===== src/rtl/mips_pkg.sv =====
// Shared encodings for the multicycle MIPS control unit: FSM states,
// opcode/funct fields, ALU control codes and datapath mux selects.
package mips_pkg;

    typedef enum logic [3:0] {
        FETCH    = 4'd0,
        DECODE   = 4'd1,
        MEMADR   = 4'd2,
        MEMRD    = 4'd3,
        MEMWB    = 4'd4,
        MEMWR    = 4'd5,
        EXECUTE  = 4'd6,
        ALUWB    = 4'd7,
        BRANCH   = 4'd8,
        ADDIEXEC = 4'd9,
        ADDIWB   = 4'd10,
        JUMP     = 4'd11
    } state_t;

    // Opcodes (Instr[31:26])
    localparam logic [5:0] OP_RTYPE = 6'b000000;
    localparam logic [5:0] OP_LW    = 6'b100011;
    localparam logic [5:0] OP_SW    = 6'b101011;
    localparam logic [5:0] OP_BEQ   = 6'b000100;
    localparam logic [5:0] OP_ADDI  = 6'b001000;
    localparam logic [5:0] OP_J     = 6'b000010;

    // R-type function codes (Instr[5:0])
    localparam logic [5:0] FN_ADD = 6'b100000;
    localparam logic [5:0] FN_SUB = 6'b100010;
    localparam logic [5:0] FN_AND = 6'b100100;
    localparam logic [5:0] FN_OR  = 6'b100101;
    localparam logic [5:0] FN_SLT = 6'b101010;

    // ALU control codes
    localparam logic [2:0] ALUC_ADD = 3'b010;
    localparam logic [2:0] ALUC_SUB = 3'b110;
    localparam logic [2:0] ALUC_AND = 3'b000;
    localparam logic [2:0] ALUC_OR  = 3'b001;
    localparam logic [2:0] ALUC_SLT = 3'b111;

    // ALUOp encodings
    localparam logic [1:0] ALUOP_ADD   = 2'b00;
    localparam logic [1:0] ALUOP_SUB   = 2'b01;
    localparam logic [1:0] ALUOP_FUNCT = 2'b10;

    // ALUSrcB encodings
    localparam logic [1:0] SRCB_RD2    = 2'b00;
    localparam logic [1:0] SRCB_FOUR   = 2'b01;
    localparam logic [1:0] SRCB_IMM    = 2'b10;
    localparam logic [1:0] SRCB_IMMSH2 = 2'b11;

    // PCSrc encodings
    localparam logic [1:0] PCSRC_ALURES = 2'b00;
    localparam logic [1:0] PCSRC_ALUOUT = 2'b01;
    localparam logic [1:0] PCSRC_JUMP   = 2'b10;

endpackage


===== src/rtl/multicycle_control_alu_decoder.sv =====
// ALU control decoder: maps ALUOp and the R-type Funct field to an ALU
// operation, flagging Funct codes that the ALU does not implement.
module alu_decoder
    import mips_pkg::*;
(
    input  logic [1:0] ALUOp,
    input  logic [5:0] Funct,
    output logic [2:0] ALUControl,
    output logic       bad_funct
);

    // ALU operation select; unknown Funct falls back to add
    always_comb begin
        ALUControl = ALUC_ADD;
        bad_funct  = 1'b0;
        case (ALUOp)
            ALUOP_ADD: ALUControl = ALUC_ADD;
            ALUOP_SUB: ALUControl = ALUC_SUB;
            ALUOP_FUNCT: begin
                case (Funct)
                    FN_ADD:  ALUControl = ALUC_ADD;
                    FN_SUB:  ALUControl = ALUC_SUB;
                    FN_AND:  ALUControl = ALUC_AND;
                    FN_OR:   ALUControl = ALUC_OR;
                    FN_SLT:  ALUControl = ALUC_SLT;
                    default: begin
                        ALUControl = ALUC_ADD;
                        bad_funct  = 1'b1;
                    end
                endcase
            end
            default: ALUControl = ALUC_ADD;
        endcase
    end

endmodule


===== src/rtl/multicycle_control.sv =====
// Multicycle MIPS control unit: Moore FSM sequencing fetch/decode/execute
// phases and driving datapath strobes; ALU control decoded by alu_decoder.
module multicycle_control
    import mips_pkg::*;
(
    input  logic       clk,
    input  logic       rst,
    input  logic [5:0] Op,
    input  logic [5:0] Funct,
    output logic       IorD,
    output logic       ALUSrcA,
    output logic       IRWrite,
    output logic       PCWrite,
    output logic       MemWrite,
    output logic       RegDst,
    output logic       MemtoReg,
    output logic       RegWrite,
    output logic       Branch,
    output logic [1:0] ALUSrcB,
    output logic [1:0] PCSrc,
    output logic [1:0] ALUOp,
    output logic [2:0] ALUControl,
    output logic       illegal,
    output logic [3:0] state
);

    state_t state_q;
    state_t state_n;
    state_t out_state;
    logic   op_bad;
    logic   bad_funct;

    assign state = state_q;

    // While reset is held the outputs already show FETCH, so no stale
    // mid-instruction write strobe survives into the reset cycle.
    assign out_state = rst ? state_q : FETCH;

    assign op_bad = !(Op inside {OP_LW, OP_SW, OP_RTYPE, OP_BEQ, OP_ADDI, OP_J});

    // State register with synchronous active-low reset
    always_ff @(posedge clk) begin
        if (!rst) state_q <= FETCH;
        else      state_q <= state_n;
    end

    // Next-state decode from current state and opcode
    always_comb begin
        state_n = FETCH;
        case (state_q)
            FETCH: state_n = DECODE;
            DECODE: begin
                case (Op)
                    OP_LW, OP_SW: state_n = MEMADR;
                    OP_RTYPE:     state_n = EXECUTE;
                    OP_BEQ:       state_n = BRANCH;
                    OP_ADDI:      state_n = ADDIEXEC;
                    OP_J:         state_n = JUMP;
                    default:      state_n = FETCH;
                endcase
            end
            MEMADR:   state_n = (Op == OP_SW) ? MEMWR : MEMRD;
            MEMRD:    state_n = MEMWB;
            EXECUTE:  state_n = ALUWB;
            ADDIEXEC: state_n = ADDIWB;
            default:  state_n = FETCH;
        endcase
    end

    // Moore outputs per state; unlisted strobes/selects stay 0
    always_comb begin
        IorD     = 1'b0;
        ALUSrcA  = 1'b0;
        IRWrite  = 1'b0;
        PCWrite  = 1'b0;
        MemWrite = 1'b0;
        RegDst   = 1'b0;
        MemtoReg = 1'b0;
        RegWrite = 1'b0;
        Branch   = 1'b0;
        ALUSrcB  = SRCB_RD2;
        PCSrc    = PCSRC_ALURES;
        ALUOp    = ALUOP_ADD;
        case (out_state)
            FETCH: begin
                ALUSrcB = SRCB_FOUR;
                IRWrite = 1'b1;
                PCWrite = 1'b1;
            end
            DECODE: ALUSrcB = SRCB_IMMSH2;
            MEMADR: begin
                ALUSrcA = 1'b1;
                ALUSrcB = SRCB_IMM;
            end
            MEMRD: IorD = 1'b1;
            MEMWB: begin
                MemtoReg = 1'b1;
                RegWrite = 1'b1;
            end
            MEMWR: begin
                IorD     = 1'b1;
                MemWrite = 1'b1;
            end
            EXECUTE: begin
                ALUSrcA = 1'b1;
                ALUOp   = ALUOP_FUNCT;
            end
            ALUWB: begin
                RegDst   = 1'b1;
                RegWrite = 1'b1;
            end
            BRANCH: begin
                ALUSrcA = 1'b1;
                ALUOp   = ALUOP_SUB;
                PCSrc   = PCSRC_ALUOUT;
                Branch  = 1'b1;
            end
            ADDIEXEC: begin
                ALUSrcA = 1'b1;
                ALUSrcB = SRCB_IMM;
            end
            ADDIWB: RegWrite = 1'b1;
            JUMP: begin
                PCSrc   = PCSRC_JUMP;
                PCWrite = 1'b1;
            end
            default: ;
        endcase
    end

    assign illegal = ((out_state == DECODE) && op_bad) ||
                     ((out_state == EXECUTE) && bad_funct);

    alu_decoder u_alu_decoder (
        .ALUOp      (ALUOp),
        .Funct      (Funct),
        .ALUControl (ALUControl),
        .bad_funct  (bad_funct)
    );

endmodule


===== config.mk =====
export PLATFORM = sky130hd
export DESIGN_NAME = multicycle_control
export DESIGN_NICKNAME = d
export VERILOG_FILES = /design/src/rtl/mips_pkg.sv /design/src/rtl/multicycle_control_alu_decoder.sv /design/src/rtl/multicycle_control.sv
export SDC_FILE = /design/constraint.sdc
export NUM_CORES = 1
export LEC_CHECK = 0
export BUFFER_PORTS_ARGS = -buffer_cell sky130_fd_sc_hd__buf_4
export CAP_MARGIN = 20
export CORE_MARGIN = 5
export CORE_UTILIZATION = 38
export DETAILED_ROUTE_END_ITERATION = 12
export PLACE_DENSITY = 0.73
export SLEW_MARGIN = 15
export SYNTH_ARGS = -nofsm -noshare
export SYNTH_HDL_FRONTEND = slang
export SYNTH_SLANG_ARGS = --single-unit

===== constraint.sdc =====
create_clock -name clk -period 2 [get_ports clk]
set_input_delay 0.6 -clock clk [delete_from_list [all_inputs] [get_ports clk]]
set_output_delay 0.6 -clock clk [all_outputs]
set_load 0.02 [all_outputs]

==> impl_metrics.env, run 1 <==
export IMPL_route_detailed_drc=0
export IMPL_synthArstFlopShare=0
export IMPL_final_net_count=176
export IMPL_worst_endpoint_required_ps=1400
export IMPL_diodes=0
export IMPL_ys_flop_type="sky130_fd_sc_hd__dfxtp_1"
export IMPL_clock_root_buffer="sky130_fd_sc_hd__clkbuf_4"
export IMPL_timing_final_crit_period_ps=2320
export IMPL_crit_arrival_ps=1720
export IMPL_largest_reg_flops=4
export IMPL_instance_count_of_the_mapped_netlist=91
export IMPL_drv_cap=0
export IMPL_starting_density=0.405
export IMPL_cts_num_sinks=4
export IMPL_holdCritPathClass="reg -> reg"
export IMPL_synth_distinct_cells=37
export IMPL_synth_edff_count=0
export IMPL_dpl_cell_area_mm2=0.00115
export IMPL_total_of_flip_flops_plus_latches_after_synthesis=4
export IMPL_post_route_worst_setup_slack_ps=-323
export IMPL_setup_violations_final=6
export IMPL_detailedPlacementHpwl_mm=1.74
export IMPL_design_die_area_mm2=0.00253
export IMPL_internal_power_mw=0.235
export IMPL_switching_power_mw=0.121
export IMPL_path_max_fanout=4
export IMPL_final_core_util=0.900
export IMPL_antenna_violations_before_repair=0
export IMPL_synth_most_common_cell="sky130_fd_sc_hd__nor2_1"
export IMPL_outcome="complete, but fails checks"
export IMPL_first_global_vias=905
export IMPL_violations_in_the_final_reports="setup timing"
export IMPL_groute_usage_overall=0.200
export IMPL_multi_input_area_um2=648
export IMPL_drt_vias_per_instance=5.48
export IMPL_worst_setup_hold_path_clk_slew_ps=40
export IMPL_skew_ps=5.19
export IMPL_num_fill_cells=68
export IMPL_switching_share_of_power=0.340
export IMPL_timing_slew_headroom=0.818
export IMPL_seq_area_um2=87.6
export IMPL_rsz0062_at_grt="true"
export IMPL_number_of_iterations_in_the_first_detailed_routing_pass=4
export IMPL_grt_start_max_net_pins=14
export IMPL_stdcell_count=173
export IMPL_fp_dieH_um=50.3
export IMPL_critical_path_startpoint_type="flop"
export IMPL_num_vias=948
export IMPL_drv_slew=0
export IMPL_place_congestion=0.838
export IMPL_power_leakage_nw=0.656
export IMPL_cellPowerDensity_mw_per_mm2=260
export IMPL_netlist_top_cell_by_area="sky130_fd_sc_hd__dfxtp_1"
export IMPL_coreArea_mm2=0.00152
export IMPL_endpoint_kind_of_the_worst_setup_timing_path="output pin"
export IMPL_number_of_buffers_inserted_for_hold_repair_after_clock_tree_synthesis=0
export IMPL_peakVddDrop_mv=0.269
export IMPL_ctsHtreeMaxLevel=1
export IMPL_rr_worst_depth=5
export IMPL_synth_common_cells="9 x sky130_fd_sc_hd__nor2_1, 7 x sky130_fd_sc_hd__nand2_1, 7 x sky130_fd_sc_hd__nand3_1"
export IMPL_overflow=0
export IMPL_drt_total_wl_mm=2.74
export IMPL_finalHoldViolations=0
export IMPL_yosys_warnings=0
export IMPL_wl_per_instance_um=15.8
export IMPL_synth_area_top_cells="sky130_fd_sc_hd__dfxtp_1 13%, sky130_fd_sc_hd__ha_1 6.1%, sky130_fd_sc_hd__nand2b_1 6.1%, sky130_fd_sc_hd__nand3_1 5.7%, sky130_fd_sc_hd__nor2_1 5.5%"
export IMPL_layout_worst_path_cycle_share=1.16
export IMPL_worstSkewPairLatency_ps=240
export IMPL_syn_to_final_growth_pct=122
export IMPL_placed_cells=163
export IMPL_hold_path_cell_count=3
export IMPL_die_w_um=50.3
export IMPL_syn_num_nets=108
export IMPL_route_antenna_remaining_nets=0
export IMPL_cts_tree="built"
export IMPL_io_pins=37
export IMPL_drtIter0Drc=15
export IMPL_timing_hold_ws_ps=662
export IMPL_criticalPathCategory="reg -> out"
export IMPL_synth_area_per_cell_um2=6.78
export IMPL_share_comb_of_total_power=0.463
export IMPL_num_rows=14
export IMPL_syn_cell_area_um2=617
export IMPL_buffer_ports_inserted=36
export IMPL_yosysSeqAreaShare=0.130
export IMPL_fin_area_mm2=0.00137
export IMPL_synthDominantCellAreaShare=0.130
export IMPL_clock_power_share=0.299
export IMPL_fmax_ghz=0.431
export IMPL_max_buffers_root_to_sink=2
export IMPL_drive_gt1_frac=0.675
export IMPL_cts_made_buffers=3
export IMPL_wire_length_of_the_first_global_routing_pass_mm=4.04
export IMPL_tightest_slew_ps=270
export IMPL_seq_power_share=0.238
[logic make-up after synthesis]
family / share of synthesized area
AO/OA/AOI/OAI: 0.264
XOR/XNOR: 0.0426
adder cells (fa/ha/maj): 0.0609
buffers and inverters: 0.107
flip-flops: 0.130
multiplexers: 0.0183
AND/OR/NAND/NOR: 0.377
[per-layer routing]
layer	global-route usage	vias up	routed length [um]
met5	0	-	0
met4	0.0979	0	92
met3	0.0178	9	122
met2	0.368	27	1440
met1	0.226	445	1080
li1	-	467	-
[cell type report]
cell class                      count  area share
Tap cell                           16      0.0146
Timing Repair Buffer               69       0.414
Clock buffer                        3      0.0164
Multi-Input combinational cell     75       0.473
Sequential cell                     4      0.0639
Inverter                            6      0.0182
[final timing paths]
check                      start                  end  slack (ps)
max          state[0]$_SDFF_PN0_        ALUControl[2]        -320
max reg2reg  state[1]$_SDFF_PN0_  state[0]$_SDFF_PN0_         770
min reg2reg  state[3]$_SDFF_PN0_  state[3]$_SDFF_PN0_         660
min          state[3]$_SDFF_PN0_  state[3]$_SDFF_PN0_         660
[power by group through the flow]
stage	Combinational (mW)	Clock [mW]	Sequential (mW)
floorplan	0.0644	0	0.0889
global placement	0.139	0	0.0860
detailed placement	0.142	0	0.0861
CTS	0.153	0.109	0.0856
global route	0.178	0.116	0.0851
finish	0.165	0.106	0.0848
[placed cells by master (no fill, tap or decap), drive strengths merged, types with 2 or more instances in the layout]
cell,Yosys,layout
nor3,5,5
a21boi,2,2
nor2b,3,3
nand2,7,7
buf,6,69
nand2b,6,6
and3,2,2
xor2,3,3
dfxtp,4,4
o21ai,8,8
inv,6,6
clkbuf,0,3
nand3,7,7
a21oi,3,3
ha,3,3
a211oi,2,2
nor4,2,2
nor2,9,9
[stage by stage]
stage	setup WS, ps	total power [mW]	TNS (ps)
2_1_floorplan	-245	0.153	-527
3_3_place_gp	-434	0.225	-1420
3_5_place_dp	-482	0.228	-1720
4_1_cts	-264	0.347	-920
5_1_grt	-398	0.379	-1650
6_report	-323	0.356	-1150
[what timing repair did]
| action | 4_1_cts | 5_1_grt |
|---|---|---|
| buffers inserted | 3 | 4 |
| pin swaps | 7 | 5 |
| resized for setup | 16 | 21 |
| setup endpoints to repair | 10 | 15 |
[worst max-delay path: stages, from the launching register on]
cell                       delay, ps
sky130_fd_sc_hd__dfxtp_2         320
sky130_fd_sc_hd__nand2b_4        160
sky130_fd_sc_hd__nor2_4          160
sky130_fd_sc_hd__nand2_4          90
sky130_fd_sc_hd__ha_4            280
sky130_fd_sc_hd__nand3_4          70
sky130_fd_sc_hd__o41ai_4         210
sky130_fd_sc_hd__buf_4           190
(Power assumes the default switching activity.)
==> run 2, diff against run 1 <==
--- a/config.mk
+++ b/config.mk
@@ -10,8 +10,9 @@
 export CORE_MARGIN = 5
 export CORE_UTILIZATION = 38
 export DETAILED_ROUTE_END_ITERATION = 12
-export PLACE_DENSITY = 0.73
+export PLACE_DENSITY = 0.74
 export SLEW_MARGIN = 15
 export SYNTH_ARGS = -nofsm -noshare
 export SYNTH_HDL_FRONTEND = slang
+export SYNTH_HIERARCHICAL = 1
 export SYNTH_SLANG_ARGS = --single-unit
==> impl_metrics.env, run 2 <==
export IMPL_worst_setup_hold_path_clk_slew_ps=40
export IMPL_groute_usage_overall=0.206
export IMPL_switching_share_of_power=0.332
export IMPL_design_die_area_mm2=0.00250
export IMPL_post_route_worst_setup_slack_ps=-428
export IMPL_synthArstFlopShare=0
export IMPL_drive_gt1_frac=0.611
export IMPL_max_buffers_root_to_sink=2
export IMPL_synth_common_cells="11 x sky130_fd_sc_hd__nor2_1, 7 x sky130_fd_sc_hd__nor3_1, 6 x sky130_fd_sc_hd__nand2_1"
export IMPL_ys_flop_type="sky130_fd_sc_hd__dfxtp_1"
export IMPL_most_common_layout_cells="55 x sky130_fd_sc_hd__buf_4, 10 x sky130_fd_sc_hd__buf_6, 9 x sky130_fd_sc_hd__nor2_1"
export IMPL_place_congestion=0.925
export IMPL_grt_start_max_net_pins=13
export IMPL_worst_endpoint_required_ps=1400
export IMPL_share_comb_of_total_power=0.415
export IMPL_drtIter0Drc=25
export IMPL_worst_r2r_startpoint="state[0]$_SDFF_PN0_"
export IMPL_main_combinational_cell_family_by_area_after_synthesis="simple AND/OR/NAND/NOR gates"
export IMPL_starting_density=0.403
export IMPL_fp_dieH_um=50.0
export IMPL_synthXorXnorAreaFrac=0.0289
export IMPL_synth_compound_area_frac=0.252
export IMPL_synth_area_per_cell_um2=7.06
export IMPL_place_worst_setup_slack_ps=-516
export IMPL_dpl_cell_area_mm2=0.00109
export IMPL_num_vias=915
export IMPL_timing_reg2reg_setup_slack_ps=660
export IMPL_route_antenna_remaining_nets=0
export IMPL_synth_distinct_cells=40
export IMPL_syn_to_final_growth_pct=107
export IMPL_synth_edff_count=0
export IMPL_drv_slew=0
export IMPL_outcome="complete, but fails checks"
export IMPL_overflow=0
export IMPL_clock_root_buffer="sky130_fd_sc_hd__clkbuf_4"
export IMPL_yosys_warnings=6
export IMPL_yosysSeqAreaShare=0.132
export IMPL_yosys_mux_area_fraction=0.0165
export IMPL_wl_per_instance_um=15.2
export IMPL_synthDominantCellAreaShare=0.132
export IMPL_antenna_violations_before_repair=0
export IMPL_peakVddDrop_mv=0.226
export IMPL_r2r_end="state[1]$_SDFF_PN0_"
export IMPL_final_net_count=167
export IMPL_power_leakage_nw=0.603
export IMPL_final_core_util=0.834
export IMPL_hold_path_cell_count=3
export IMPL_timing_hold_ws_ps=634
export IMPL_violations_in_the_final_reports="setup timing"
export IMPL_wire_length_of_the_first_global_routing_pass_mm=3.93
export IMPL_instance_count_of_the_mapped_netlist=86
export IMPL_layout_worst_path_cycle_share=1.21
export IMPL_syn_cell_area_um2=607
export IMPL_critical_path_startpoint_type="input port"
export IMPL_number_of_buffers_inserted_for_hold_repair_after_clock_tree_synthesis=0
export IMPL_cts_num_sinks=4
export IMPL_drt_total_wl_mm=2.51
export IMPL_ctsHtreeMaxLevel=1
export IMPL_drt_vias_per_instance=5.55
export IMPL_route_detailed_drc=0
export IMPL_netlist_top_cell_by_area="sky130_fd_sc_hd__dfxtp_1"
export IMPL_rr_worst_depth=6
export IMPL_holdCritStartpoint="rst"
export IMPL_skew_ps=4.96
export IMPL_fin_area_mm2=0.00126
export IMPL_cts_made_buffers=3
export IMPL_worstHoldEndpoint="state[1]$_SDFF_PN0_"
export IMPL_buffer_ports_inserted=36
export IMPL_cts_tree="built"
export IMPL_detailedPlacementHpwl_mm=1.78
export IMPL_synth_area_top_cells="sky130_fd_sc_hd__dfxtp_1 13%, sky130_fd_sc_hd__nor2_1 6.8%, sky130_fd_sc_hd__nor3_1 5.8%, sky130_fd_sc_hd__and4bb_1 4.1%, sky130_fd_sc_hd__ha_1 4.1%"
export IMPL_holdCritPathClass="in -> reg"
export IMPL_num_rows=14
export IMPL_cellPowerDensity_mw_per_mm2=269
export IMPL_synth_most_common_cell="sky130_fd_sc_hd__nor2_1"
export IMPL_timing_final_crit_period_ps=2430
export IMPL_drv_cap=0
export IMPL_worstSkewPairLatency_ps=250
export IMPL_synthAdderAreaFrac=0.0412
export IMPL_switching_power_mw=0.112
export IMPL_internal_power_mw=0.226
export IMPL_seq_power_share=0.257
export IMPL_path_max_fanout=4
export IMPL_endpoint_kind_of_the_worst_setup_timing_path="output pin"
export IMPL_largest_reg_flops=4
export IMPL_setup_violations_final=10
export IMPL_crit_arrival_ps=1830
export IMPL_synth_simple_area_share=0.429
export IMPL_die_w_um=50.0
export IMPL_first_global_vias=895
export IMPL_syn_num_nets=102
export IMPL_timing_slew_headroom=0.776
export IMPL_fmax_ghz=0.412
export IMPL_clock_power_share=0.328
export IMPL_diodes=0
export IMPL_number_of_iterations_in_the_first_detailed_routing_pass=4
export IMPL_io_pins=37
export IMPL_layout_cells_most_common="sky130_fd_sc_hd__buf_4"
export IMPL_criticalPathCategory="in -> out"
export IMPL_coreArea_mm2=0.00151
export IMPL_finalHoldViolations=0
export IMPL_total_of_flip_flops_plus_latches_after_synthesis=4
export IMPL_tightest_slew_ps=334
export IMPL_rsz0062_at_grt="true"
run 2: through the flow:
step / setup TNS [ps] / instances / total power [mW]
floorplan: -1950 / 86 / 0.139
global placement: -1930 / 157 / 0.210
detailed placement: -2070 / 157 / 0.214
CTS: -1850 / 163 / 0.328
global route: -3150 / 165 / 0.358
finish: -2380 / 165 / 0.338
run 2: how the worst max path moves through the flow:
stage          depth (start not counted)  slack (ps)       endpoint  from
3_5_place_dp                           9        -520  ALUControl[2]   rst
6_report                               9        -430  ALUControl[1]   rst
2_1_floorplan                          7        -450  ALUControl[2]   rst
3_3_place_gp                           9        -480  ALUControl[1]   rst
4_1_cts                                9        -410  ALUControl[2]   rst
5_1_grt                                9        -470  ALUControl[1]   rst
run 2: worst max-delay path: stages:
cell and delay, ps:
sky130_fd_sc_hd__buf_8 70, sky130_fd_sc_hd__and2b_2 160, sky130_fd_sc_hd__nand2_4 60, sky130_fd_sc_hd__nor3_4 160, sky130_fd_sc_hd__inv_2 70, sky130_fd_sc_hd__ha_4 250
sky130_fd_sc_hd__nor2_1 160, sky130_fd_sc_hd__a41oi_2 120, sky130_fd_sc_hd__buf_4 180
run 2: final cells by class:
| class | count | area [um^2] |
|---|---|---|
| multi-input cells | 71 | 572 |
| repair buffers | 66 | 541 |
| fillers | 90 | 250 |
| flip-flops and latches | 4 | 82.6 |
| clock buffers | 3 | 22.5 |
| well taps | 16 | 20.0 |
| inverters | 5 | 18.8 |
run 2: timing repair:
item,4_1_cts,5_1_grt
gates cloned,0,0
gates resized for setup,24,3
pin swaps,6,1
setup endpoints to repair,14,16
setup buffers,3,3
run 2: cell families (layout without fill, tap and decap cells):
kind of cell	Yosys count	after routing
AOI/OAI and AO/OA	21	21
xor gates and xnor gates	2	2
DFF	4	4
muxes	1	1
buffers and inverters	11	74
adders and majority gates	2	2
and+or+nand+nor	45	45
run 2: routing by layer:
| layer | vias to the layer above | share of wire | track usage |
|---|---|---|---|
| li1 | 441 | - | - |
| met3 | 7 | 0.048 | 0.0361 |
| met4 | 0 | 0.030 | 0.153 |
| met5 | - | 0 | 0 |
| met2 | 36 | 0.53 | 0.362 |
| met1 | 431 | 0.39 | 0.211 |
run 2: power by group through the flow:
stage,Combinational (mW),Sequential [mW],Clock [mW]
after detailed placement,0.126,0.0878,0
final,0.140,0.0870,0.111
after CTS,0.137,0.0868,0.105
after floorplan,0.0509,0.0885,0
after global placement,0.123,0.0872,0
after global routing,0.151,0.0871,0.120
